File: src/rtl/hazard_unit.sv
// Pipeline hazard controller for the 5-stage core.
// Produces stall and flush controls, execute-stage forwarding selects,
// a data-memory wait tracker with timeout, and saturating perf counters.
//
// state   | meaning
// --------+---------------------------------------------------------
// ST_RUN  | normal operation, no outstanding memory wait
// ST_WAIT | memory request stalled, counting consecutive wait cycles
// ST_ERROR| memory wait timed out; pipeline frozen until reset
module hazard_unit #(
  parameter int REG_ADDR_WIDTH = 5,
  parameter int CNT_WIDTH      = 32,
  parameter int TIMEOUT        = 64
) (
  input  logic                      clk_i,
  input  logic                      rst_ni,
  input  logic [REG_ADDR_WIDTH-1:0] rs1D_i,
  input  logic [REG_ADDR_WIDTH-1:0] rs2D_i,
  input  logic [REG_ADDR_WIDTH-1:0] rs1E_i,
  input  logic [REG_ADDR_WIDTH-1:0] rs2E_i,
  input  logic [REG_ADDR_WIDTH-1:0] rdE_i,
  input  logic                      memReadE_i,
  input  logic [REG_ADDR_WIDTH-1:0] rdM_i,
  input  logic                      regWriteM_i,
  input  logic [REG_ADDR_WIDTH-1:0] rdW_i,
  input  logic                      regWriteW_i,
  input  logic                      branchTakenE_i,
  input  logic                      memReqM_i,
  input  logic                      memReadyM_i,
  output logic                      stallF_o,
  output logic                      stallD_o,
  output logic                      stallE_o,
  output logic                      stallM_o,
  output logic                      flushD_o,
  output logic                      flushE_o,
  output logic                      flushW_o,
  output logic [1:0]                forwardAE_o,
  output logic [1:0]                forwardBE_o,
  output logic                      err_o,
  output logic [CNT_WIDTH-1:0]      stall_cnt_o,
  output logic [CNT_WIDTH-1:0]      flush_cnt_o
);

  localparam int WCW = $clog2(TIMEOUT + 1);

  typedef enum logic [1:0] {ST_RUN, ST_WAIT, ST_ERROR} state_t;

  state_t               r_state;
  logic [WCW-1:0]       r_wait_cnt;
  logic                 r_err;
  logic [CNT_WIDTH-1:0] r_stall_cnt;
  logic [CNT_WIDTH-1:0] r_flush_cnt;

  logic w_mem_wait;
  logic w_lw_stall;
  logic w_frozen;
  logic w_branch_flush;

  assign w_mem_wait = memReqM_i && !memReadyM_i;
  assign w_lw_stall = memReadE_i && (rdE_i != '0) &&
                      ((rdE_i == rs1D_i) || (rdE_i == rs2D_i));
  // Memory wait and error both freeze every stage; branch/load-use wait behind them.
  assign w_frozen       = (r_state == ST_ERROR) || w_mem_wait;
  assign w_branch_flush = rst_ni && !w_frozen && branchTakenE_i;

  // Operand forwarding: M-stage result is newer than W-stage, so it wins.
  always_comb begin
    forwardAE_o = 2'b00;
    forwardBE_o = 2'b00;
    if (regWriteM_i && (rdM_i != '0) && (rdM_i == rs1E_i))      forwardAE_o = 2'b10;
    else if (regWriteW_i && (rdW_i != '0) && (rdW_i == rs1E_i)) forwardAE_o = 2'b01;
    if (regWriteM_i && (rdM_i != '0) && (rdM_i == rs2E_i))      forwardBE_o = 2'b10;
    else if (regWriteW_i && (rdW_i != '0) && (rdW_i == rs2E_i)) forwardBE_o = 2'b01;
  end

  // Stall/flush priority: reset, frozen, branch, load-use.
  always_comb begin
    stallF_o = 1'b0;
    stallD_o = 1'b0;
    stallE_o = 1'b0;
    stallM_o = 1'b0;
    flushD_o = 1'b0;
    flushE_o = 1'b0;
    flushW_o = 1'b0;
    if (!rst_ni) begin
      flushD_o = 1'b1;
      flushE_o = 1'b1;
      flushW_o = 1'b1;
    end else if (w_frozen) begin
      stallF_o = 1'b1;
      stallD_o = 1'b1;
      stallE_o = 1'b1;
      stallM_o = 1'b1;
      flushW_o = 1'b1;
    end else if (branchTakenE_i) begin
      flushD_o = 1'b1;
      flushE_o = 1'b1;
    end else if (w_lw_stall) begin
      stallF_o = 1'b1;
      stallD_o = 1'b1;
      flushE_o = 1'b1;
    end
  end

  // Memory-wait FSM; the wait counter holds the number of wait cycles already seen.
  always_ff @(posedge clk_i or negedge rst_ni) begin
    if (!rst_ni) begin
      r_state    <= ST_RUN;
      r_wait_cnt <= '0;
      r_err      <= 1'b0;
    end else begin
      case (r_state)
        ST_RUN: begin
          if (w_mem_wait) begin
            if (TIMEOUT <= 1) begin
              r_state <= ST_ERROR;
              r_err   <= 1'b1;
            end else begin
              r_state    <= ST_WAIT;
              r_wait_cnt <= WCW'(1);
            end
          end
        end
        ST_WAIT: begin
          if (!w_mem_wait) begin
            r_state    <= ST_RUN;
            r_wait_cnt <= '0;
          end else if (r_wait_cnt == WCW'(TIMEOUT - 1)) begin
            r_state <= ST_ERROR;
            r_err   <= 1'b1;
          end else begin
            r_wait_cnt <= r_wait_cnt + WCW'(1);
          end
        end
        ST_ERROR: begin
          r_err <= 1'b1;
        end
        default: begin
          r_state    <= ST_RUN;
          r_wait_cnt <= '0;
        end
      endcase
    end
  end

  // Saturating performance counters.
  always_ff @(posedge clk_i or negedge rst_ni) begin
    if (!rst_ni) begin
      r_stall_cnt <= '0;
      r_flush_cnt <= '0;
    end else begin
      if (stallF_o && (r_stall_cnt != '1))
        r_stall_cnt <= r_stall_cnt + CNT_WIDTH'(1);
      if (w_branch_flush && (r_flush_cnt != '1))
        r_flush_cnt <= r_flush_cnt + CNT_WIDTH'(1);
    end
  end

  assign err_o       = r_err;
  assign stall_cnt_o = r_stall_cnt;
  assign flush_cnt_o = r_flush_cnt;

endmodule

File: config.mk
export PLATFORM = sky130hd
export DESIGN_NAME = hazard_unit
export DESIGN_NICKNAME = d
export VERILOG_FILES = /design/src/rtl/hazard_unit.sv
export SDC_FILE = /design/constraint.sdc
export NUM_CORES = 1
export LEC_CHECK = 0
export ABC_AREA = 1
export BUFFER_PORTS_ARGS = -buffer_cell sky130_fd_sc_hd__buf_2
export CORE_ASPECT_RATIO = 0.7
export CORE_UTILIZATION = 30
export CTS_CLUSTER_SIZE = 24
export DETAILED_ROUTE_END_ITERATION = 12
export PLACE_DENSITY = 0.54
export SYNTH_ARGS = -nofsm -noshare
export SYNTH_HDL_FRONTEND = slang
export SYNTH_SLANG_ARGS = --single-unit
export TNS_END_PERCENT = 100
File: constraint.sdc
create_clock -name clk_i -period 2.9 [get_ports clk_i]
set_input_delay 0.58 -clock clk_i [delete_from_list [all_inputs] [get_ports clk_i]]
set_output_delay 0.58 -clock clk_i [all_outputs]
set_load 0.01 [all_outputs]
==> impl_results.md <==
- Peak fanout along the critical path: 20
- Nature of the critical path endpoint: flip-flop
- Slew @ Worst Pin: 0.7592 ns
- Max-slew violations: 0
- Reg-to-Reg End: stall_cnt_o[2]
- P_int: 1.843 mW
- Slowest stage delay, CP: 0.49 ns
- Pre-antenna DRT Iters: 5
- Iteration-0 DRC Markers: 390
- Die Wd: 162.2 um
- Fillcell total: 1890
- Clock transition at path regs: 0.07 ns
- First-pass GRT wire length: 26.05 mm
- Sequential power share: 43.9%
- Starting density of the core: 31.05%
- RePlAce Congestion: 0.9208
- CP Buf/Inv Count: 2
- Required @ worst endpoint: 3.13 ns
- Critical path type: flip-flop to flip-flop
- Sink Count: 74
- TritonCTS clock tree: done
- Initial antenna violation count: 0
- Rel. slew slack: 49.39%
- Resize count post-CTS: 0
- Min-Delay Path Class: input pin to asynchronous set/reset pin
- Gr usage total: 18.07%
- DP Area: 0.006180 mm^2
- Core Footprint: 0.01737 mm^2
- Chip Height: 114.2 um
- Fin crit share: 77.97%
- Max clock buf depth: 2
- Switch Pwr: 0.6844 mW
- Buffers added on ports: 118
- Fin Setup TNS: 0 ns
- Seq/Total Area, Yosys: 34.34%
- Fin worst setup slack: 0.6387 ns
- Setup repair bufs after CTS: 0
- R2R Path Start: stall_cnt_o[0]
- Routed len/inst: 13.77 um
- Clock power share: 44.9%
- Std cell rows: 40
- Design Area, Final: 0.006476 mm^2
- Ys Warns: 0
- Final Core Density: 37.29%
- Sw Ratio: 27.08%
- Cell count after synthesis: 784
- Max-cap violation count: 0
- Pin count of the biggest net entering global routing: 57
- CTS Root Cell: clkbuf_16
- Yosys reg bits: 74
- Mapped cell area: 0.005393 mm^2
- Post-route clock skew: 0.01046 ns
- Overflow left after global routing: 0
- Hold buffers post-CTS: 0
- Crit path max-delay family: simple AND/OR/NAND/NOR gates
- Flop2flop setup slack: 0.64 ns
- Synthesis-to-layout area growth: 20.09%
- H-tree level count: 3
- Layout cell share with drive strength beyond 1: 20.81%
- Cells on worst reg2reg path: 9
- Detailed-route via count: 5222
- Mean number of vias per cell: 4.585
- DRC: 0
- Final hold violations: 0
- Dpl ws: 0.5993 ns
- IO Count: 119
- PwrDens: 390.2 mW/mm^2
- Clk Latency, worst-skew pair: 0.34 ns
- Max Fclk: 442.2 MHz
- Finish-stage setup viols: 0
- ANT cells: 0
- Combinational share of power: 11.3%
- Final min period: 2.261 ns
- Non-Filler Instances: 1139
- Status: finished clean
- Via count of the first global-routing pass: 5006
- CP arrival: 2.49 ns
- Cells along the critical path: ha_1, inv_2, nor2_4, nand2_4, nor3_2, nand3_2, buf_4, nand3_1, nand2_1
- DRT antenna net count: 0
- Leak: 3.323 nW
- CTS buffer count: 9
- Routed WL: 15.69 mm
- Synth unique cells: 33
- DP Wirelength: 12.38 mm
- VDD IR max: 0.2561 mV
- CP max-delay cell: dfrtp_1
- RSZ-0062 raised after global routing: false
- CP Launch Type: flip-flop
- Dpl cells: 1123
- Fin nets: 949
- Die area: 0.01852 mm^2
- Syn Nets: 830
- Avg Cell Area, Syn: 6.878 um^2
==> cells in the final DEF, fill, tap and decap left out, types with 5 or more instances in the layout <==
cell type,synthesis,routed
nor4_1,5,5
xnor2_1,16,16
nand3b_1,10,10
o21ai_2,8,8
nand3_2,12,12
nor2_1,91,91
clkbuf_16,0,9
nand2_2,6,6
inv_1,76,76
nand3_1,58,58
buf_4,5,8
nor3_1,24,24
buf_2,4,117
nand2_1,282,282
inv_2,7,7
xor2_1,47,47
o21ai_0,7,7
dfrtp_1,74,74
nand4_1,13,13
==> cell families after synthesis <==
family	share of synthesized area [%]
simple gates	43.34
buf+inv	8.515
flops	34.34
xor+xnor	10.23
compound gates	2.877
fa+ha+maj	0.6961
==> synthesized netlist by cell type <==
library cell | n | share of area (%)
or2_1 | 2 | 0.23
dfrtp_1 | 74 | 34
ha_1 | 3 | 0.70
inv_2 | 7 | 0.49
inv_1 | 76 | 5.3
nor3_1 | 24 | 2.2
a21boi_0 | 1 | 0.14
nor3_2 | 4 | 0.74
nor3b_1 | 1 | 0.14
o41ai_1 | 2 | 0.32
or2_2 | 2 | 0.23
o21ai_2 | 8 | 1.3
nor3_4 | 1 | 0.30
o21ai_1 | 1 | 0.093
nand3b_1 | 10 | 1.4
buf_6 | 8 | 1.7
nand2_1 | 282 | 20
buf_2 | 4 | 0.37
xor2_1 | 47 | 7.6
nand4_1 | 13 | 1.5
nand3_2 | 12 | 2.2
nor2_1 | 91 | 6.3
o21ai_0 | 7 | 0.65
xnor2_1 | 16 | 2.6
nor2_2 | 3 | 0.35
a21oi_1 | 4 | 0.37
nand2_2 | 6 | 0.70
nor2_4 | 4 | 0.84
and3_1 | 1 | 0.12
nor4_1 | 5 | 0.58
buf_4 | 5 | 0.70
nand2_4 | 2 | 0.42
nand3_1 | 58 | 5.4
==> sequential cells by signal, summed over array words and instances (netlist names) <==
name and count:
err_o 1, stall_cnt_o 32, r_wait_cnt 7, flush_cnt_o 32, r_state 2
==> metal layers <==
metal / up-vias / part of all wire [%] / GRT usage, %
met3: 10 / 6.3 / 4.527
met2: 136 / 39 / 25.30
met1: 2375 / 54 / 27.43
met4: 0 / 0.74 / 3.774
li1: 2701 / - / -
met5: - / 0 / 0
==> power by group through the flow <==
stage	clock network [mW]	registers [mW]	logic [mW]
2_1_floorplan	0	1.13	0.154
3_3_place_gp	0	1.13	0.288
3_5_place_dp	0	1.13	0.288
4_1_cts	1.17	1.11	0.291
5_1_grt	1.22	1.12	0.324
6_report	1.13	1.11	0.285
==> cell type report <==
cell class	instances	area, um^2	share of cell area [%]
Clock buffer	10	229.0	3.536
Clock inverter	6	67.56	1.043
Inverter	83	311.5	4.811
Multi-Input combinational cell	610	3082	47.59
Sequential cell	74	1852	28.59
Tap cell	231	289.0	4.463
Timing Repair Buffer	125	645.6	9.969
==> worst max-delay path by stage <==
stage                    from               to  slack (ns)  cells past startpoint
2_1_floorplan       memReqM_i         stallF_o        0.60                     11
3_3_place_gp        memReqM_i  flush_cnt_o[10]        0.59                     12
3_5_place_dp        memReqM_i  flush_cnt_o[10]        0.60                     12
4_1_cts        stall_cnt_o[0]   stall_cnt_o[7]        0.62                      9
5_1_grt        stall_cnt_o[0]  stall_cnt_o[20]        0.37                      9
6_report       stall_cnt_o[0]   stall_cnt_o[2]        0.64                      9
==> through the flow <==
step / power (mW) / hold slack (ns)
floorplan: 1.285 / 0.2844
global placement: 1.415 / 0.4616
detailed placement: 1.415 / 0.4563
CTS: 2.571 / 0.2384
global route: 2.662 / 0.2473
finish: 2.527 / 0.2389
No activity file was read; power rests on OpenSTA's default activity.
